===== src/rtl/bcd_timekeeper.sv =====
// bcd_timekeeper: HH:MM:SS packed-BCD time-of-day core with own 1 s tick.
// Ports: clock, Reset (sync, active-high); inc_min/inc_hour set pulses;
//   mode_12h display mode; set_hold freezes seconds for setting;
//   hours_bcd/mins_bcd/secs_bcd BCD time; pm (internal hours 12-23);
//   sec_tick one-cycle pulse per seconds advance.
// Optional alarm (macro BCD_TIMEKEEPER_ALARM_EN): alarm_hh, alarm_mm,
//   alarm_arm, alarm_ack inputs and alarm_flag output.
module bcd_timekeeper #(
    parameter int unsigned CLK_DIV     = 100000000,
    parameter int unsigned DIV_W       = $clog2(CLK_DIV),
    parameter logic [7:0]  RESET_HOURS = 8'h00,
    parameter logic [7:0]  RESET_MINS  = 8'h00
) (
    input  logic       clock,
    input  logic       Reset,
    input  logic       inc_min,
    input  logic       inc_hour,
    input  logic       mode_12h,
    input  logic       set_hold,
`ifdef BCD_TIMEKEEPER_ALARM_EN
    input  logic [7:0] alarm_hh,
    input  logic [7:0] alarm_mm,
    input  logic       alarm_arm,
    input  logic       alarm_ack,
    output logic       alarm_flag,
`endif
    output logic [7:0] hours_bcd,
    output logic [7:0] mins_bcd,
    output logic [7:0] secs_bcd,
    output logic       pm,
    output logic       sec_tick
);

    localparam logic [DIV_W-1:0] DIV_MAX = DIV_W'(CLK_DIV - 1);

    logic [DIV_W-1:0] presc_q, presc_d;
    logic [7:0]       secs_q, secs_d;
    logic [7:0]       mins_q, mins_d;
    logic [7:0]       hours_q, hours_d;
    logic             tick_q;
    logic             pend_min_q, pend_min_d;
    logic             pend_hr_q, pend_hr_d;

    logic             tick_now, min_carry, hr_carry;
    logic             min_btn, hr_btn;
    logic [4:0]       hbin, h12;

    function automatic logic [7:0] bcd_inc(input logic [7:0] v,
                                           input logic [7:0] top);
        logic [7:0] r;
        if (v == top)
            r = 8'h00;
        else if (v[3:0] == 4'd9)
            r = {v[7:4] + 4'd1, 4'd0};
        else
            r = {v[7:4], v[3:0] + 4'd1};
        return r;
    endfunction

    always_comb begin
        tick_now  = !set_hold && (presc_q == DIV_MAX);
        min_carry = tick_now && (secs_q == 8'h59);
        hr_carry  = min_carry && (mins_q == 8'h59);

        // A pulse colliding with a carry is deferred one cycle; a pending
        // request is consumed next cycle and any new pulse then is dropped.
        min_btn    = pend_min_q || (inc_min && !min_carry);
        hr_btn     = pend_hr_q || (inc_hour && !hr_carry);
        pend_min_d = inc_min && min_carry && !pend_min_q;
        pend_hr_d  = inc_hour && hr_carry && !pend_hr_q;

        presc_d = (set_hold || tick_now) ? '0 : presc_q + 1'b1;
        secs_d  = set_hold ? 8'h00 :
                  tick_now ? bcd_inc(secs_q, 8'h59) : secs_q;
        mins_d  = (min_carry || min_btn) ? bcd_inc(mins_q, 8'h59) : mins_q;
        hours_d = (hr_carry || hr_btn) ? bcd_inc(hours_q, 8'h23) : hours_q;
    end

    always_ff @(posedge clock) begin
        if (Reset) begin
            presc_q    <= '0;
            secs_q     <= 8'h00;
            mins_q     <= RESET_MINS;
            hours_q    <= RESET_HOURS;
            tick_q     <= 1'b0;
            pend_min_q <= 1'b0;
            pend_hr_q  <= 1'b0;
        end else begin
            presc_q    <= presc_d;
            secs_q     <= secs_d;
            mins_q     <= mins_d;
            hours_q    <= hours_d;
            tick_q     <= tick_now;
            pend_min_q <= pend_min_d;
            pend_hr_q  <= pend_hr_d;
        end
    end

    // 12-hour view: 00 -> 12, 13..23 -> 01..11, everything else as stored.
    always_comb begin
        hbin = 5'(hours_q[7:4]) * 5'd10 + 5'(hours_q[3:0]);
        h12  = hbin - 5'd12;
        pm   = (hbin >= 5'd12);
        hours_bcd = hours_q;
        if (mode_12h) begin
            if (hbin == 5'd0)
                hours_bcd = 8'h12;
            else if (hbin > 5'd12)
                hours_bcd = (h12 >= 5'd10) ?
                            {4'd1, 4'(h12 - 5'd10)} : {4'd0, h12[3:0]};
        end
    end

    assign mins_bcd = mins_q;
    assign secs_bcd = secs_q;
    assign sec_tick = tick_q;

`ifdef BCD_TIMEKEEPER_ALARM_EN
    logic alarm_q, alarm_hit;

    // Only a tick rolling into HH:MM:00 may raise the flag.
    assign alarm_hit = min_carry && alarm_arm &&
                       (hours_d == alarm_hh) && (mins_d == alarm_mm);

    always_ff @(posedge clock) begin
        if (Reset)
            alarm_q <= 1'b0;
        else if (alarm_ack || !alarm_arm)
            alarm_q <= 1'b0;
        else if (alarm_hit)
            alarm_q <= 1'b1;
    end

    assign alarm_flag = alarm_q;
`endif

endmodule


===== config.mk =====
export PLATFORM = sky130hd
export DESIGN_NAME = bcd_timekeeper
export DESIGN_NICKNAME = d
export VERILOG_FILES = /design/src/rtl/bcd_timekeeper.sv
export SDC_FILE = /design/constraint.sdc
export NUM_CORES = 1
export LEC_CHECK = 0
export CORE_UTILIZATION = 50
export CTS_BUF_LIST = sky130_fd_sc_hd__clkbuf_4 sky130_fd_sc_hd__clkbuf_8 sky130_fd_sc_hd__clkbuf_16
export DETAILED_ROUTE_END_ITERATION = 16
export DONT_BUFFER_PORTS = 1
export PLACE_DENSITY = 0.68
export SLEW_MARGIN = 20
export SYNTH_ARGS = -nofsm -noshare
export SYNTH_HDL_FRONTEND = slang
export SYNTH_SLANG_ARGS = --single-unit

===== constraint.sdc =====
create_clock -name clock -period 6.54 [get_ports clock]
set_input_delay 1.962 -clock clock [delete_from_list [all_inputs] [get_ports clock]]
set_output_delay 1.962 -clock clock [all_outputs]
set_load 0.01 [all_outputs]

==> metrics.cfg, run 1 <==
[placement]
hpwl_um = 4032
globalplace.congestion = 0.7430
port_buffers = 0

[sta]
drv_slew = 0
rsz0062_at_grt = no
tightest_slew_ns = 0.8123
period_needed_ns = 5.312
fin_crit_sh_pct = 81.22
skew_ns = 0.005249
timing.setup.tns_ns = 0
finalHoldViolCount = 0
clock.fmax_ghz = 0.1883
max_slew_margin_pct = 45.72
setup_violations = 0

[synthesis]
synth_top_flop_cell = dfxtp_1
syn-mean-instance-area_um2 = 8.401
netlist_area_um2 = 2974
ys_seq_area_share_pct = 36.35
synthAdderAreaFrac_pct = 9.928
synth_mux_area_share_pct = 1.388
synthXorXnorAreaFrac_pct = 9.297
synth-seq-cells = 54
synth-compound-area-share_pct = 9.802
netlist_instances = 354
async_reset_ff_share_pct = 0
synth_edf_count = 0
synth-simple-area-share_pct = 29.70
synth_cell_types = 44
ys_warn_count = 0
synth_top_family_by_area = simple AND/OR/NAND/NOR gates
syn-num-nets = 383

[clock_network]
cts_max_level = 2
cts-resized-gates = 0
cts_max_path_buffers = 2
clkTransAtPathRegs_ns = 0.09
cts_tree = done
postCtsSetupRepairBufs = 0
numCtsBuffers = 5
cts-root-buf = clkbuf_8
clock_sinks = 54
insertion_delay_ns = 0.30
postCtsHoldBufs = 0

[worst_setup_path]
critPathCaptureType = output pin
crit_fanout = 7
criticalPathCategory = flop to output pin
critical_path.startpoint_type = flop
required_ns = 4.58
crit_arrival_ns = 3.35
critical_path.cell_chain = ha_1 > inv_1 > fa_1 > xor2_1 > inv_1 > ha_1 > xnor3_1 > or2_0 > mux2_2 > o21ai_0
slowest_delay_ns = 0.45
critical-path-slowest-cell = dfxtp_1

[pwr]
p_sw_mw = 0.1201
p_sw_share_pct = 21.90
pwr-share-clk_pct = 35.0
total_leakage_power_nw = 1.126
p_seq_share_pct = 61.2
internal_power_mw = 0.4285
power_density_nw_per_um2 = 176.0
ir_drop_uv = 122.2
comb_power_share_pct = 3.9

[layout]
n_antenna_cell = 0
final_common_cell = dfxtp_1
drive_gt1_share_pct = 4.816
final_cell_mix = 54 x dfxtp_1, 43 x nor2_1, 31 x nand2_1
area_growth_pct = 4.838
final_nets = 381
final_util_pct = 55.60

[drt]
via_per_inst = 5.508
wl_per_cell_um = 13.19
ant_nets = 0
drc = 0
vias = 2341
first_iter_violations = 115
routed_wirelength_um = 5606
first_pass_iters = 4

[run]
drv_cap = 0

[global_route]
grtUsageTotal_pct = 19.17
antenna_found_initial = 0
grt_pass1_vias = 2181
grt_pass1_wl_um = 9639
grt_max_degree = 26
overflow = 0

[status]
status = finished, final reports clean

[floorplan]
fp.dieH_um = 79.13
dieArea_um2 = 6261
rows = 27
die_w_um = 79.13
ios = 32
core_um2 = 5608
initial_core_util_pct = 53.03

[min_path]
hold_path.class = flop to flop

## registers in the layout (all words and copies together), names as in the netlist
signal	flops
presc_q	27
hours_q	8
mins_bcd	8
secs_bcd	8
pend_hr_q	1
pend_min_q	1
sec_tick	1
## routing by layer
| metal | share of wire [%] | GRT usage [%] | up-vias |
|---|---|---|---|
| met5 | 0 | 0 | - |
| met3 | 3.4 | 3.678 | 2 |
| met2 | 47 | 33.45 | 26 |
| met4 | 0.48 | 4.364 | 0 |
| met1 | 49 | 24.25 | 1087 |
| li1 | - | - | 1226 |
## logic make-up after synthesis
group	after synthesis
xor+xnor	30
compound gates	53
buf+inv	26
simple gates	164
mux	4
fa+ha+maj	23
flops	54
## cell usage after synthesis, types with 2 or more instances
library cell  number  area share, %
and3_1             7            1.5
nand3_1           17            2.9
or3_1             11            2.3
xor2_1            20            5.9
o21ai_0           16            2.7
and2_1             8            1.7
nor4_1             3           0.63
mux2i_1            3            1.0
and3b_1            2           0.59
nor2_1            43            5.4
xnor2_1            9            2.7
and4_1             4            1.2
o31ai_1            3           0.76
a21o_1             2           0.50
nor3b_1            3           0.76
inv_1             17            2.1
nor3_1             7            1.2
clkbuf_1           8            1.0
ha_1              22            9.3
dfxtp_1           54             36
nand2_1           31            3.9
nand4_1            7            1.5
or4_1              7            1.8
nor2b_1            4           0.84
a21oi_1           27            4.5
## worst paths after layout
| check | end | cells past startpoint | startpoint | slack (ns) |
|---|---|---|---|---|
| max | hours_bcd[2] | 10 | hours_q[4]$_SDFFE_PP0P_ | 1.23 |
| min | pend_hr_q$_SDFF_PP0_ | 1 | pend_hr_q$_SDFF_PP0_ | 0.42 |
| max reg2reg | hours_q[7]$_SDFFE_PP0P_ | 7 | presc_q[0]$_SDFF_PP0_ | 3.83 |
| min reg2reg | pend_hr_q$_SDFF_PP0_ | 1 | pend_hr_q$_SDFF_PP0_ | 0.42 |
## critical path: cells and delay by family, from the launching register on
| family | cells | cell delay, ns |
|---|---|---|
| buf+inv | 2 | 0.14 |
| compound gates | 1 | 0.34 |
| simple gates | 1 | 0.24 |
| fa+ha+maj | 3 | 0.79 |
| flops | 1 | 0.45 |
| xor+xnor | 2 | 0.74 |
| mux | 1 | 0.36 |
## stage by stage
stage                     hold slack, ns  total power, mW  setup WS [ns]  instance area (µm²)  std cells
after floorplan                   0.3990           0.3618          1.839                 2974        354
after global placement            0.4069           0.3638          1.635                 3023        417
after detailed placement          0.4110           0.3647          1.575                 3023        417
after CTS                         0.4249           0.5576          1.237                 3118        425
after global routing              0.4324           0.5729         0.9387                 3118        425
final                             0.4242           0.5487          1.228                 3118        425
## power by group through the flow
stage	Sequential, mW	Combinational [mW]	Clock [mW]
finish	0.336	0.0211	0.192
global route	0.336	0.0241	0.213
CTS	0.336	0.0214	0.201
detailed placement	0.343	0.0214	0
global placement	0.343	0.0207	0
floorplan	0.342	0.0199	0
## final cells by class
type / count / area [µm²]
clock buffers: 7 / 90.09
clock inverters: 1 / 5.005
fillers: 532 / 2490
inverters: 17 / 63.81
multi-input cells: 274 / 1788
flip-flops and latches: 54 / 1081
well taps: 72 / 90.09
No activity file was read; power rests on OpenSTA's default activity.
==> inputs of run 2 (changes only) <==
==> constraint.sdc (replaced) <==
create_clock -name clock -period 5.4 [get_ports clock]
set_input_delay 1.62 -clock clock [delete_from_list [all_inputs] [get_ports clock]]
set_output_delay 1.62 -clock clock [all_outputs]
set_load 0.01 [all_outputs]
==> run 2 against run 1 <==
Die area unchanged. Power grew 17%. Sequential share of layout area grew 0.18 points. Wire length shrank 0.98%. Final cell count down 0.24%. Via count decreased by 0.21%. Largest power group unchanged. Flip-flop and latch count unchanged. Critical path depth stayed put. Register-to-register slack got worse by 1.2 ns. Clock-buffer cell count fell by 2. Clock skew is 0.0057 ns higher.
==> metrics.cfg, run 2 (synthesized netlist as in run 1, its figures left out) <==
[status]
status = finished, final reports clean

[clock_network]
cts_max_level = 2
postCtsHoldBufs = 0
cts-root-buf = clkbuf_8
postCtsSetupRepairBufs = 0
insertion_delay_ns = 0.30
cts_tree = done
numCtsBuffers = 5
cts_max_path_buffers = 2
cts-resized-gates = 0
clock_sinks = 54
clkTransAtPathRegs_ns = 0.09

[worst_setup_path]
crit_fanout = 7
required_ns = 3.78
worst_path_dominant_cell_family = adder cells
criticalPathCategory = flop to output pin
r2r-end = hours_q[7]$_SDFFE_PP0P_
critical-path-slowest-cell = dfxtp_1
path_buf_inv = 2
slowest_delay_ns = 0.45
worst_r2r_startpoint = presc_q[0]$_SDFF_PP0_
crit_start = hours_q[4]$_SDFFE_PP0P_
r2r_cells = 7
crit_arrival_ns = 3.31
reg2reg_slack_ns = 2.68
critPathCaptureType = output pin
critical_path.cell_chain = ha_1 > inv_1 > fa_1 > xor2_1 > inv_1 > ha_1 > xnor3_1 > or2_0 > mux2_2 > o21ai_0
critical_path.startpoint_type = flop
path_depth = 10
worstSetupEndpoint = hours_bcd[2]

[placement]
port_buffers = 0
hpwl_um = 4049
globalplace.congestion = 0.7430
dp_cells = 417

[sta]
finalHoldViolCount = 0
skew_ns = 0.01095
drv_slew = 0
max_slew_margin_pct = 45.51
timing.setup.tns_ns = 0
tightest_slew_ns = 0.8154
rsz0062_at_grt = no
fin_crit_sh_pct = 91.22
period_needed_ns = 4.926
setup_violations = 0
clock.fmax_ghz = 0.2030

[layout]
final_nets = 381
largest_register_ffs = 27
final_cell_mix = 54 x dfxtp_1, 43 x nor2_1, 31 x nand2_1
area_growth_pct = 4.291
drive_gt1_share_pct = 4.545
n_antenna_cell = 0
largest_register = presc_q
fill_cells = 535
fin_cells = 424
final_common_cell = dfxtp_1

[drt]
vias = 2336
routed_wirelength_um = 5551
ant_nets = 0
drc = 0
wl_per_cell_um = 13.09
wl_met2_um = 2651
first_iter_violations = 79
wl_met3_um = 163
first_pass_iters = 4
routedLengthMet1_um = 2712
top_layer_used = met4
via_per_inst = 5.509

[pwr]
power_density_nw_per_um2 = 206.7
ir_drop_uv = 138.1
total_leakage_power_nw = 1.118

[global_route]
grt_pass1_wl_um = 9384
antenna_found_initial = 0
overflow = 0
grtUsageTotal_pct = 18.67
grt_pass1_vias = 2157
grt_max_degree = 26

[floorplan]
dieArea_um2 = 6261
core_um2 = 5608
ios = 32
fp.dieH_um = 79.13
initial_core_util_pct = 53.03
rows = 27
die_w_um = 79.13

[min_path]
hold_path.class = flop to flop

[run]
drv_cap = 0

==> run 2: cell count changes in the layout (fill, tap and decap cells not counted), sizes merged <==
| cell | before | now |
|---|---|---|
| clkbuf | 7 | 5 |
| clkinv | 1 | 2 |
==> run 2: worst min path at each step <==
stage	cells past startpoint	endpoint	slack, ns	startpoint
floorplan	1	pend_min_q$_SDFF_PP0_	0.40	pend_min_q$_SDFF_PP0_
global placement	1	pend_min_q$_SDFF_PP0_	0.41	pend_min_q$_SDFF_PP0_
detailed placement	1	pend_hr_q$_SDFF_PP0_	0.41	pend_hr_q$_SDFF_PP0_
CTS	1	pend_hr_q$_SDFF_PP0_	0.42	pend_hr_q$_SDFF_PP0_
global route	1	pend_hr_q$_SDFF_PP0_	0.43	pend_hr_q$_SDFF_PP0_
finish	1	pend_hr_q$_SDFF_PP0_	0.42	pend_hr_q$_SDFF_PP0_
==> run 2: worst register-to-register path, delay by kind of cell, from the launching register on <==
family / cells / cell delay, ns
simple gates: 4 / 1.45
compound gates: 2 / 0.61
flops: 1 / 0.37
fa+ha+maj: 1 / 0.21
==> run 2: cell type report <==
type	count	area, µm²	area share (%)
sequential	54	1081	34.85
clock buffer	5	68.82	2.219
inverter	17	63.81	2.057
multi-input combinational	274	1788	57.64
clock inverter	2	10.01	0.3227
tap	72	90.09	2.904
==> run 2: metal layers <==
layer	vias to the layer above	track usage, %
met2	30	32.84
met1	1079	23.38
met4	0	4.364
met5	-	0
li1	1225	-
met3	2	3.563
==> run 2: report_power, final <==
part           switching [mW]  internal, mW
Combinational          0.0163       0.00928
Clock                   0.122        0.0874
Sequential            0.00552         0.401
Total                   0.144         0.498
==> run 2: through the flow <==
| step | hold WS [ns] | setup WS [ns] | power [mW] | instance area [µm²] | util, % |
|---|---|---|---|---|---|
| after floorplan | 0.3990 | 1.041 | 0.4382 | 2974 | - |
| after global placement | 0.4069 | 0.8373 | 0.4406 | 3023 | 53.90 |
| after detailed placement | 0.4110 | 0.8013 | 0.4417 | 3023 | 53.90 |
| after CTS | 0.4247 | 0.4707 | 0.6518 | 3102 | 55.31 |
| after global routing | 0.4320 | 0.1912 | 0.6696 | 3102 | 55.31 |
| final | 0.4240 | 0.4742 | 0.6412 | 3102 | 55.31 |
